**src/rtl/fifo_pkg.sv**
```systemverilog
// Shared token helpers for the multi-flux FIFO
// and the dataflow actors that talk to it.
package fifo_pkg;

  localparam int DEF_FLUX       = 2;
  localparam int DEF_DATA_WIDTH = 8;

  function automatic int tag_width(input int flux);
    return (flux <= 2) ? 1 : $clog2(flux);
  endfunction

  localparam int DEF_TAG_WIDTH = tag_width(DEF_FLUX);

  typedef struct packed {
    logic [DEF_TAG_WIDTH-1:0]  tag;
    logic [DEF_DATA_WIDTH-1:0] data;
  } token_t;

  function automatic token_t pack_token(
    input logic [DEF_TAG_WIDTH-1:0]  tag,
    input logic [DEF_DATA_WIDTH-1:0] data
  );
    token_t t;
    t.tag  = tag;
    t.data = data;
    return t;
  endfunction

endpackage

```
**src/rtl/read_interface.sv**
```systemverilog
// Consumer side of the tagged FIFO link.
// The fifo modport serves per-flux pops and reports empty.
interface read_interface #(
  parameter int FLUX  = 2,
  parameter int WIDTH = 9
);
  logic [FLUX-1:0]  read;
  logic [WIDTH-1:0] dout;
  logic [FLUX-1:0]  empty;

  modport fifo  (input read, output dout, output empty);
  modport actor (output read, input dout, input empty);
endinterface

```
**src/rtl/write_interface.sv**
```systemverilog
// Producer side of the tagged FIFO link.
// The fifo modport receives tokens and reports per-flux full.
interface write_interface #(
  parameter int FLUX  = 2,
  parameter int WIDTH = 9
);
  logic             write;
  logic [WIDTH-1:0] din;
  logic [FLUX-1:0]  full;

  modport fifo  (input write, input din, output full);
  modport actor (output write, output din, input full);
endinterface

```
**src/rtl/flux_queue.sv**
```systemverilog
// One circular buffer; guards its own push/pop
// against full/empty using the registered count.
module flux_queue #(
  parameter int DEPTH      = 16,
  parameter int DATA_WIDTH = 8
) (
  input  logic                  clk,
  input  logic                  rst,
  input  logic                  push,
  input  logic                  pop,
  input  logic [DATA_WIDTH-1:0] wdata,
  output logic [DATA_WIDTH-1:0] head,
  output logic                  empty,
  output logic                  full
);

  localparam int AW = $clog2(DEPTH);
  localparam int CW = AW + 1;

  logic [AW-1:0] wr_ptr_q, wr_ptr_d;
  logic [AW-1:0] rd_ptr_q, rd_ptr_d;
  logic [CW-1:0] count_q, count_d;
  logic [DATA_WIDTH-1:0] mem [DEPTH];
  logic push_ok, pop_ok;

  assign empty   = (count_q == '0);
  assign full    = (count_q == CW'(DEPTH));
  assign push_ok = push && !full;
  assign pop_ok  = pop && !empty;
  assign head    = mem[rd_ptr_q];

  // next pointers and occupancy
  always_comb begin
    wr_ptr_d = wr_ptr_q + AW'(push_ok);
    rd_ptr_d = rd_ptr_q + AW'(pop_ok);
    count_d  = count_q;
    unique case ({push_ok, pop_ok})
      2'b10:   count_d = count_q + CW'(1);
      2'b01:   count_d = count_q - CW'(1);
      default: count_d = count_q;
    endcase
  end

  // pointer/count state, cleared by reset
  always_ff @(posedge clk) begin
    if (rst) begin
      wr_ptr_q <= '0;
      rd_ptr_q <= '0;
      count_q  <= '0;
    end else begin
      wr_ptr_q <= wr_ptr_d;
      rd_ptr_q <= rd_ptr_d;
      count_q  <= count_d;
    end
  end

  // token storage, not reset
  always_ff @(posedge clk) begin
    if (push_ok && !rst) begin
      mem[wr_ptr_q] <= wdata;
    end
  end

endmodule

```
**src/rtl/tagged_flux_fifo.sv**
```systemverilog
// Tag-steered multi-flux FIFO: decodes the write tag,
// picks the served flux and muxes its head onto dout.
module tagged_flux_fifo
  import fifo_pkg::*;
#(
  parameter int FLUX       = 2,
  parameter int DATA_WIDTH = 8,
  parameter int DEPTH      = 16
) (
  input logic          clk,
  input logic          rst,
  write_interface.fifo write_port,
  read_interface.fifo  read_port
);

  localparam int TAG_WIDTH = tag_width(FLUX);
  localparam int WIDTH     = DATA_WIDTH + TAG_WIDTH;

  logic [TAG_WIDTH-1:0]  wtag;
  logic [DATA_WIDTH-1:0] wdata;
  logic [FLUX-1:0]       push;
  logic [FLUX-1:0]       pop;
  logic [FLUX-1:0]       empty_w;
  logic [FLUX-1:0]       full_w;
  logic [DATA_WIDTH-1:0] head [FLUX];

  logic                  rd_hit;
  logic [TAG_WIDTH-1:0]  rd_idx;
  logic                  ne_hit;
  logic [TAG_WIDTH-1:0]  ne_idx;
  logic [TAG_WIDTH-1:0]  sel;
  logic [DATA_WIDTH-1:0] sel_data;

  assign wtag  = write_port.din[WIDTH-1 -: TAG_WIDTH];
  assign wdata = write_port.din[DATA_WIDTH-1:0];

  // tag decode; tags with no matching flux push nothing
  always_comb begin
    push = '0;
    for (int i = 0; i < FLUX; i++) begin
      push[i] = write_port.write &&
                (wtag == TAG_WIDTH'(i));
    end
  end

  // lowest read bit wins; idle dout shows lowest non-empty flux
  always_comb begin
    rd_hit = 1'b0;
    rd_idx = '0;
    ne_hit = 1'b0;
    ne_idx = '0;
    for (int i = 0; i < FLUX; i++) begin
      if (read_port.read[i] && !rd_hit) begin
        rd_hit = 1'b1;
        rd_idx = TAG_WIDTH'(i);
      end
      if (!empty_w[i] && !ne_hit) begin
        ne_hit = 1'b1;
        ne_idx = TAG_WIDTH'(i);
      end
    end
    sel = rd_hit ? rd_idx : (ne_hit ? ne_idx : '0);
  end

  // one-hot pop of the honoured read bit and dout data mux
  always_comb begin
    pop      = '0;
    sel_data = head[0];
    for (int i = 0; i < FLUX; i++) begin
      pop[i] = rd_hit && (rd_idx == TAG_WIDTH'(i));
      if (sel == TAG_WIDTH'(i)) begin
        sel_data = head[i];
      end
    end
  end

  for (genvar g = 0; g < FLUX; g++) begin : g_q
    flux_queue #(
      .DEPTH      (DEPTH),
      .DATA_WIDTH (DATA_WIDTH)
    ) u_q (
      .clk   (clk),
      .rst   (rst),
      .push  (push[g]),
      .pop   (pop[g]),
      .wdata (wdata),
      .head  (head[g]),
      .empty (empty_w[g]),
      .full  (full_w[g])
    );
  end

  assign write_port.full = full_w;
  assign read_port.empty = empty_w;
  assign read_port.dout  = {sel, sel_data};

endmodule

```
**src/flat_wrapper.sv**
```systemverilog
// flat-port wrapper written by rule: the top's interface ports become plain ports
module tagged_flux_fifo_flat import fifo_pkg::*;
#(
  parameter int FLUX       = 2,
  parameter int DATA_WIDTH = 8,
  parameter int DEPTH      = 16
)
  (clk, rst, write_port_write, write_port_din, write_port_full, read_port_read, read_port_dout, read_port_empty);
  write_interface #(.FLUX(FLUX), .WIDTH(9)) write_port_i ();
  read_interface #(.FLUX(FLUX), .WIDTH(9)) read_port_i ();
  input logic clk;
  input logic rst;
  input wire logic [$bits(write_port_i.write)-1:0] write_port_write;
  input wire logic [$bits(write_port_i.din)-1:0] write_port_din;
  output wire logic [$bits(write_port_i.full)-1:0] write_port_full;
  input wire logic [$bits(read_port_i.read)-1:0] read_port_read;
  output wire logic [$bits(read_port_i.dout)-1:0] read_port_dout;
  output wire logic [$bits(read_port_i.empty)-1:0] read_port_empty;
  assign write_port_i.write = write_port_write;
  assign write_port_i.din = write_port_din;
  assign write_port_full = write_port_i.full;
  assign read_port_i.read = read_port_read;
  assign read_port_dout = read_port_i.dout;
  assign read_port_empty = read_port_i.empty;
  tagged_flux_fifo #(.FLUX(FLUX), .DATA_WIDTH(DATA_WIDTH), .DEPTH(DEPTH)) u_core (.clk(clk), .rst(rst), .write_port(write_port_i), .read_port(read_port_i));
endmodule
```
**config.mk**
```make
export PLATFORM = sky130hd
export DESIGN_NAME = tagged_flux_fifo_flat
export DESIGN_NICKNAME = d
export VERILOG_FILES = /design/src/rtl/fifo_pkg.sv /design/src/rtl/read_interface.sv /design/src/rtl/write_interface.sv /design/src/rtl/flux_queue.sv /design/src/rtl/tagged_flux_fifo.sv /design/src/flat_wrapper.sv
export SDC_FILE = /design/constraint.sdc
export NUM_CORES = 1
export LEC_CHECK = 0
export CORE_MARGIN = 2
export CORE_UTILIZATION = 40
export CTS_CLUSTER_SIZE = 20
export DETAILED_ROUTE_END_ITERATION = 6
export PLACE_DENSITY_LB_ADDON = 0.12
export REMOVE_ABC_BUFFERS = 1
export SLEW_MARGIN = 10
export SYNTH_ARGS = -nofsm -noshare
export SYNTH_HDL_FRONTEND = slang
export SYNTH_HIERARCHICAL = 1
export SYNTH_SLANG_ARGS = --single-unit
```
**constraint.sdc**
```tcl
create_clock -name clk -period 2.73 [get_ports clk]
set_input_delay 0.4095 -clock clk [delete_from_list [all_inputs] [get_ports clk]]
set_output_delay 0.4095 -clock clk [all_outputs]
set_load 0.005 [all_outputs]
```
==> metrics.md, run 1 <==
| Metric | Value |
|---|---|
| Outcome | `finished, violations left` |
| Failing checks | `negative setup slack` |
| Antenna-violating nets left | `0` |
| Seq pwr share | `a little over two fifths` |
| DRT Pass-1 Iters | `5` |
| Cell taking the most area after synthesis | `edfxtp_1` |
| CTS tree | `built` |
| Sw Share | `25.0%` |
| Required time worst endpoint | `2320 ps` |
| Standard-cell rows | `62` |
| TritonCTS Buffers | `29` |
| Clock root buffer | `clkbuf_16` |
| Final cell count without fillers | `1183` |
| Net switching power | `slightly below 3 mW` |
| Chip Width | `174 µm` |
| Avg Cell Area, Syn | `18.2 µm²` |
| Via count | `6167` |
| Initial DRC Count | `588` |
| Ports | `27` |
| Main synth FF type | `edfxtp_1` |
| Synth async-reset ratio | `0%` |
| Ranking of synthesized cells by area | `edfxtp_1 (67%), mux4_2 (13%), dfxtp_1 (4.5%)` |
| Total power | `11.6 mW` |
| Worst skew pair latency | `540 ps` |
| Clock-pin transition on the worst setup and hold timing paths | `60 ps` |
| Critical Path Source Type | `flop` |
| DRT Wirelength | `24700 µm` |
| Seq/Total Area, Yosys | `a little under three quarters` |
| RR Startpoint | `u_core/g_q[1].u_q/count_q[2]$_SDFFE_PP0P_` |
| Wire per inst | `20.9 µm` |
| Port-buffer cells | `26` |
| Compound-Gate Fraction of Synth Area | `3.46%` |
| Critical path capture point type | `output pin` |
| Number of remaining DRC errors | `0` |
| Worst VDD drop | `0.000558 V` |
| Largest fanout on the critical path | `4` |
| Unrepaired setup endpoints after global routing | `true` |
| Crit path kind | `flop to output pin` |
| Initial antenna violation count | `0` |
| Die Ht | `174 µm` |
| Leakage | `just under 5 nW` |
| P per Cell Area | `between 800 and 900 nW/µm²` |
| Area Growth Syn to Fin | `24.2%` |
| Worst hold start | `u_core/g_q[0].u_q/count_q[3]$_SDFFE_PP0P_` |
| Inst Count DP | `1105` |
| Mapped Area | `11500 µm²` |
| Critical path startpoint | `u_core/g_q[0].u_q/rd_ptr_q[0]$_SDFF_PP0_` |
| CTS max path bufs | `3` |
| Xor/xnor cell area share of the yosys netlist | `1.06%` |
| Die Area | `between 30000 and 40000 µm²` |
| Max-cap violations | `0` |
| Hold-fix buffers at CTS | `0` |
| Leading cell type in the layout, fill and taps excluded | `edfxtp_1` |
| Clock network power share | `31.6%` |
| Largest net degree at the start of global routing | `35` |
| EDFF count, synth | `256` |
| Layout Skew | `~11 ps` |
| Final Wtd Congestion | `between 0.8 and 0.9` |
| Internal power | `~8.7 mW` |
| GRT Residual Overflow | `0` |
| Final nets | `806` |
| Largest family of logic cells by synthesized area | `multiplexers` |
| Hpwl dp | `approximately 16000 µm` |
| Fin crit share | `107%` |
| Max-slew violations | `0` |
| Clock sink count | `~280` |
| Htree depth | `1` |
| Hold slack | `588 ps` |
| Synth cell types | `45` |
| Worst Tran Pin Value | `490 ps` |
| Post-synthesis adder-cell area fraction | `approximately 1.7%` |
| Starting Density | `40.4%` |
| Mapped Cells | `approximately 630` |
| Utilization after layout | `50.1%` |
| Logic pwr share | `between 20 and 30%` |
| Max frequency | `between 300 and 400 MHz` |
| Area share of and/or/nand/nor cells after synthesis | `~7%` |
| Slack of the critical path | `-181 ps` |
| Worst rel slew slack | `around two thirds` |
| Area share of the largest cell type after synthesis | `66.7%` |
| All-Layer GR Usage | `16.5%` |
| Fraction of layout cells with a size suffix above 1 | `around 37%` |
| Crit path time final | `about 2900 ps` |
| First-pass GRT wire length | `37600 µm` |
| Final setup viols | `8` |
| Yosys reg bits | `282` |
| Final hold vios | `0` |
| Via/cell ratio | `5.21` |
| Diode count | `0` |
| Vias in the first global route | `6233` |
| Fillers | `2399` |
| Most frequent cells in the layout | `edfxtp_1 (256), buf_4 (94), mux4_2 (64)` |
| Core Area | `28500 µm²` |
| Tightest Hold Check Type | `flop to flop` |
| Arr. time, crit path | `2500 ps` |
| Synth warnings | `6` |
| Mux contribution to synthesized area | `a little over an eighth` |
[critical path: stages (launching register included)]
cell and delay, ps:
dfxtp_4 410, buf_12 140, buf_6 100, mux4_2 500, a22oi_2 200, buf_4 170
nand2_4 50, mux2_4 260, buf_6 120
[final cells by class]
type                       instances  area [µm²]  share of cell area [%]
sequential                       282        8220                    57.4
multi-input combinational        311        3300                    23.0
timing repair buffer             145        1390                    9.72
clock buffer                      38         790                    5.52
tap                              384         480                    3.36
clock inverter                    16         106                   0.743
inverter                           7        26.3                   0.184
[worst paths after layout]
kind	end	slack (ps)	cells past startpoint
max reg2reg	u_core/g_q[1].u_q/count_q[4]$_SDFFE_PP0P_	120	11
min reg2reg	u_core/g_q[0].u_q/count_q[3]$_SDFFE_PP0P_	590	2
min	u_core/g_q[0].u_q/count_q[3]$_SDFFE_PP0P_	590	2
max	read_port_dout[4]	-180	8
[per-stage QoR]
step	setup TNS [ps]	area, µm²	setup slack, ps
global route	-1770	14300	-254
finish	-1090	14300	-181
detailed placement	-714	12900	-215
floorplan	-2350	11300	-295
CTS	-1470	14300	-217
global placement	-221	12900	-94.1
[power by group through the flow]
stage          sequential, mW  clock (mW)  combinational, mW
6_report                 4.92        3.66               2.98
4_1_cts                  4.92        3.74               3.00
5_1_grt                  4.93        3.92               3.21
3_3_place_gp             4.98           0               2.45
2_1_floorplan            5.16           0               1.22
3_5_place_dp             4.98           0               2.50
[cell families (layout without fill, tap and decap cells)]
family | Yosys count | in the layout
DFF | 282 | 282
and+or+nand+nor | 156 | 156
muxes | 74 | 74
AOI/OAI and AO/OA | 51 | 51
buffers and inverters | 41 | 206
adders and majority gates | 16 | 16
xor gates and xnor gates | 14 | 14
[metal layers]
layer,track usage (%),vias to the layer above,routed length [µm],part of all wire (%)
li1,-,2815,-,-
met1,23.2,3182,11100,45
met2,27.7,143,12100,49
met3,2.50,27,1140,4.6
met4,3.15,0,349,1.4
met5,0,-,0,0
[synthesized netlist by cell type (3+ instances only)]
| library cell | number |
|---|---|
| edfxtp_1 | 256 |
| mux4_2 | 64 |
| nor2_1 | 54 |
| a22oi_1 | 32 |
| nand2_1 | 30 |
| dfxtp_1 | 26 |
| ha_1 | 16 |
| nor2b_1 | 16 |
| buf_2 | 10 |
| nand3_1 | 10 |
| mux2_2 | 8 |
| xor2_1 | 8 |
| and2_1 | 7 |
| clkbuf_1 | 7 |
| inv_1 | 7 |
| buf_1 | 6 |
| buf_6 | 6 |
| nand3b_1 | 6 |
| nor3_1 | 6 |
| xnor2_1 | 6 |
| o21ai_0 | 4 |
| or3_1 | 4 |
| buf_4 | 3 |
[timing repair]
| action | CTS | global route |
|---|---|---|
| setup buffers | 22 | 2 |
| endpoints found under the setup margin | 11 | 10 |
| cloned | 3 | 0 |
| pin swaps | 22 | 9 |
| resized for setup | 92 | 14 |
[sequential cells by signal (all words and copies together) (netlist names)]
name / count
u_core/g_q.u_q/mem: 256
u_core/g_q.u_q/rd_ptr_q: 8
u_core/g_q.u_q/wr_ptr_q: 8
u_core/g_q.u_q/count_q: 10
(Power assumes the default switching activity.)
==> inputs of run 2 (changes only) <==
- CAP_MARGIN: unset -> 20
==> results of run 2 <==
The final DEF is identical to that of run 1; final timing and power are the same.
